==> src/rtl/prbs_checker_sat_counter.sv <==
// 16-bit saturating event counter with synchronous clear taking priority over
// increment.
module sat_counter (
  input  logic        clk,
  input  logic        reset,
  input  logic        clr,
  input  logic        inc,
  output logic [15:0] count
);

  logic [15:0] count_r;

  // Count register: clear wins, then saturating increment, else hold.
  always_ff @(posedge clk or posedge reset) begin
    if (reset) begin
      count_r <= 16'h0000;
    end else if (clr) begin
      count_r <= 16'h0000;
    end else if (inc && (count_r != 16'hFFFF)) begin
      count_r <= count_r + 16'h0001;
    end else begin
      count_r <= count_r;
    end
  end

  assign count = count_r;

endmodule

==> config.mk <==
export PLATFORM = sky130hd
export DESIGN_NAME = sat_counter
export DESIGN_NICKNAME = d
export VERILOG_FILES = /design/src/rtl/prbs_checker_sat_counter.sv
export SDC_FILE = /design/constraint.sdc
export NUM_CORES = 1
export LEC_CHECK = 0
export ABC_CLOCK_PERIOD_IN_PS = 4000
export CAP_MARGIN = 15
export CORE_MARGIN = 5
export CORE_UTILIZATION = 25
export DETAILED_ROUTE_END_ITERATION = 16
export GPL_TIMING_DRIVEN = 0
export SLEW_MARGIN = 20
export SYNTH_ARGS = -nofsm -noshare
export SYNTH_HDL_FRONTEND = slang
export SYNTH_SLANG_ARGS = --single-unit
==> constraint.sdc <==
create_clock -name clk -period 4 [get_ports clk]
set_input_delay 1 -clock clk [delete_from_list [all_inputs] [get_ports clk]]
set_output_delay 1 -clock clk [all_outputs]
set_load 0.01 [all_outputs]
== Word-level counts from Yosys, hierarchy flattened ==
Cells that the tools add are included.

* Register bits after elaboration: 16
* Bits of input ports: 4
* Word-level logic and storage cells: 7
* Output and inout bits: 16

* Muxes and demuxes: 2
* $add $sub $neg: 1
* Reduce and logical (&&, ||, !) cells: 2
* Equality and inequality tests: 1

{| class="wikitable"
|+ Operators with widths
! operator !! count
|-
| 16-bit 2-to-1 mux || 2
|-
| 16-bit by 1-bit adder with 16-bit output, second input constant || 1
|-
| 16-bit inequality test, second input constant || 1
|-
| 2-bit nonzero test || 1
|-
| 1-bit logical AND || 1
|}

== Logic depth before layout (Yosys ltp) ==
Gate-level depths: netlist of the first run.

* Word-level depth: 4
* Mapped depth: 6
* Gate-level depth less buffers: 5

== Worst setup path before layout of the first run ==
Ideal clock, no wire load.

* Kind: input to register
* Start point: in inc
* End point: reg count_r[13] (netlist: count[13])
* Setup slack: 1.636 ns
* Library setup time: 0.078 ns
* Buffers on the path: 1
* Arrival: 2.286 ns
* Required time: 3.922 ns
* Stages: 5
* Path through: clkbuf_2 nand3_1 or4_4 or4_1 a21oi_1

* Cells in the longest elaborated chain, start to end: 2

{| class="wikitable"
|+ Ends and longest elaborated chain
! item !! line !! RTL
|-
| start: declaration || 7 || <nowiki>input logic inc,</nowiki>
|-
| 1-bit logical AND || 19 || <nowiki>end else if (inc && (count_r != 16'hFFFF)) begin</nowiki>
|-
| 2-bit nonzero test (no source line) || -- ||
|-
| end signal: assignment || 20 || <nowiki>count_r <= count_r + 16'h0001;</nowiki>
|-
| end signal: assignment || 22 || <nowiki>count_r <= count_r;</nowiki>
|-
| end: declaration || 11 || <nowiki>logic [15:0] count_r;</nowiki>
|}

No other way between the ends.
A chain may end at the register's enable or synchronous reset.

== Worst setup path after layout of the first run ==
* Start point: reg count_r[7] (netlist: count[7])
* End point: out count[7]

{| class="wikitable"
|+ RTL lines
! item !! line !! RTL
|-
| end: declaration || 8 || <nowiki>output logic [15:0] count</nowiki>
|}

No word-level cell between the ends.

==> flow_metrics.tcl, run 1 <==
set metrics [dict create \
    outcome "completed" \
    p_leak_nw 0.428 \
    drive_above_1_share_pct 9.84 \
    tightestPinTransition_ps 654 \
    drc 0 \
    instances_no_fill 170 \
    post_cts_resized 0 \
    antenna_found_initial 0 \
    root_buffer "clkbuf_8" \
    cts_buffers 3 \
    hold_start "count[14]" \
    cts.htree.levels 1 \
    required_ps 3000 \
    fillers 384 \
    irDropWorstVdd_mv 0.114 \
    hold_viol 0 \
    finalSetupTns_ps 0 \
    fin_util_pct 33.5 \
    place.gp.congestion 0.808 \
    r2r_setup_slack_ps 1910 \
    cts_setup_buffers 0 \
    endpoint_kind "output pin" \
    wire_per_inst_um 14.0 \
    initial_core_util_pct 25.7 \
    r2r-start "count[1]" \
    clockBufferDepth 2 \
    largest_reg_flops 16 \
    gr-total-overflow 0 \
    fin_crit_sh_pct 58.5 \
    fin_nets 128 \
    num_vias 879 \
    antenna_left 0 \
    setup_ws_ps 1660 \
    power_density_nw_per_um2 275 \
    grt_util_all_layers_pct 9.72 \
    dp_slack_ps 1440 \
    dp_hpwl_um 1740 \
    syn-cell-area_um2 932 \
    via_per_inst 5.17 \
    worstSkewPairLatency_ps 250 \
    max_slew_margin_pct 56.0 \
    min_to "count[14]" \
    path_max_fanout 7 \
    avgSynthCellArea_um2 9.23 \
    setup_viol 0 \
    seqCellArea_um2 400 \
    maxCapViolations 0 \
    worstRegToRegCells 6 \
    grt_pass1_wl_um 3960 \
    grt_pass1_vias 876 \
    cts-hold-fix-buffers 0 \
    synth_seq_cells 16 \
    drtIter0Drc 52 \
    fin_crit_ps 2340 \
    drv_slew 0 \
    path_clk_slew_ps 70 \
    arrival_ps 1340 \
    grt_max_degree 17 \
    wl_um 2380 \
    start_kind "register" \
    critical_path.max_stage_delay_ps 600 \
    syn_to_final_growth_pct 30.6 \
    crit_chain "clkdlybuf4s50_1" \
    syn_inst 101 \
    core_region_area_um2 3630 \
    port-buffer-count 17 \
    cts_tree "done" \
    yosys_warnings 0 \
    skew_ps 5.75 \
    yosysUniqueCellTypes 29 \
    io_pins 20 \
    rows 22 \
    worstSetupPathType "reg2out" \
    fmax_mhz 427 \
    crit_buf_inv 1 \
    r2r-end "count[0]" \
    die_y_um 71.1 \
    cts_sinks 16 \
    multi_input_area_um2 495 \
    rsz0062_at_grt "no" \
    holdPathStages 2 \
    critPathTopFamily "buffers and inverters" \
    critPathSlowestCell "clkdlybuf4s50_1" \
    die_area_um2 5050 \
    drt_pre_antenna_iters 4 \
    antennaDiodeCount 0 \
    die_x_um 71.1 \
    ys_seq_area_share_pct 43.0 \
    synthesis.nets 106 \
    min_path_type "reg2reg" \
    dp_cells 166 \
]
==> logic make-up after synthesis <==
logic type      after synthesis  share of synthesized area (%)
simple gates                 49                           32.6
compound gates               25                           15.7
buf+inv                       7                           3.89
flops                        16                           43.0
fa+ha+maj                     1                           1.34
mux                           3                           3.49
==> metrics by stage <==
| step | area, um^2 | power, mW | hold WS (ps) |
|---|---|---|---|
| 2_1_floorplan | 932 | 0.183 | 579 |
| 3_3_place_gp | 1160 | 0.192 | 553 |
| 3_5_place_dp | 1160 | 0.193 | 558 |
| 4_1_cts | 1220 | 0.341 | 571 |
| 5_1_grt | 1220 | 0.348 | 594 |
| 6_report | 1220 | 0.334 | 569 |
==> layout make-up <==
class,instances,share of cell area (%)
buffer,4,2.06
clock buffer,4,4.52
inverter,3,0.925
multi-input combinational,78,40.7
sequential,16,32.9
tap,48,4.93
timing repair buffer,17,14.0
==> synth_stat cells (all sizes together) <==
library cell | instances | area share (%)
dfrtp | 16 | 43
a21oi | 12 | 6.4
or4 | 8 | 7.0
nand3 | 7 | 3.8
or3 | 7 | 4.8
nand2 | 6 | 2.4
nand4 | 5 | 5.0
o21ai | 5 | 2.7
o31ai | 5 | 4.0
nor3 | 4 | 2.1
inv | 3 | 1.2
nor2 | 3 | 1.2
nor2b | 3 | 2.0
nor4 | 3 | 2.0
clkbuf | 2 | 0.94
mux2 | 2 | 2.4
nand2b | 2 | 1.3
o41ai | 2 | 1.9
a31oi | 1 | 0.67
and4 | 1 | 0.94
buf | 1 | 0.81
dlygate4sd1 | 1 | 0.94
ha | 1 | 1.3
mux2i | 1 | 1.1
==> per-layer routing <==
metal  share of wire (%)  vias to the layer above  track usage [%]
met5                   0                        -                0
met3                 5.4                        4             2.84
met1                  48                      417             12.1
met2                  46                       21             15.8
met4                0.80                        0             3.76
li1                    -                      437                -
==> where the power goes <==
part	internal (mW)	total [mW]	switching [mW]
logic	0.00958	0.0229	0.0133
clock network	0.0874	0.145	0.0576
registers	0.164	0.167	0.00292
total	0.261	0.334	0.0738
==> worst max-delay path by stage <==
stage | to | cells past startpoint | start
floorplan | count[13] | 5 | inc
global placement | count[13] | 5 | inc
detailed placement | count[13] | 5 | inc
CTS | count[7] | 1 | count[7]
global route | count[7] | 1 | count[7]
finish | count[7] | 1 | count[7]
==> cell usage in the layout, fill, tap and decap left out <==
master	instances
and4_1	1
or3_1	6
mux2_2	2
nand4_4	1
nand2_1	6
clkbuf_8	4
nor2_1	3
a31oi_1	1
nand4_1	4
clkbuf_1	1
mux2i_1	1
ha_1	1
or3_2	1
buf_4	1
nor3_1	4
o21ai_0	5
o31ai_1	5
nor4_1	3
dfrtp_1	16
inv_1	3
or4_4	1
nand2b_1	2
a21oi_1	12
clkbuf_2	1
or4_2	1
o41ai_1	2
dlygate4sd1_1	1
nand3_1	7
nor2b_1	3
clkdlybuf4s50_1	17
or4_1	6
Power figures use the tool's default switching activity.
==> run 2: changes to the inputs <==
--- a/config.mk
+++ b/config.mk
@@ -5,7 +5,7 @@
 export SDC_FILE = /design/constraint.sdc
 export NUM_CORES = 1
 export LEC_CHECK = 0
-export ABC_CLOCK_PERIOD_IN_PS = 4000
+export ABC_CLOCK_PERIOD_IN_PS = 2400
 export CAP_MARGIN = 15
 export CORE_MARGIN = 5
 export CORE_UTILIZATION = 25
==> constraint.sdc (replaced) <==
create_clock -name clk -period 2.4 [get_ports clk]
set_input_delay 0.6 -clock clk [delete_from_list [all_inputs] [get_ports clk]]
set_output_delay 0.6 -clock clk [all_outputs]
set_load 0.01 [all_outputs]
==> results of run 2 <==
Same layout as run 1 (identical final DEF). Status: completed.
Main changes from that run: setup slack after placement 1440 ps -> 244 ps; setup slack after layout 1660 ps -> 308 ps; start point of the critical path count[7] -> count[1]; end point of the critical path count[7] -> count[0]; register-to-register setup slack 1910 ps -> 310 ps; total power 0.334 mW -> 0.557 mW; worst IR drop on VDD 0.114 mV -> 0.190 mV
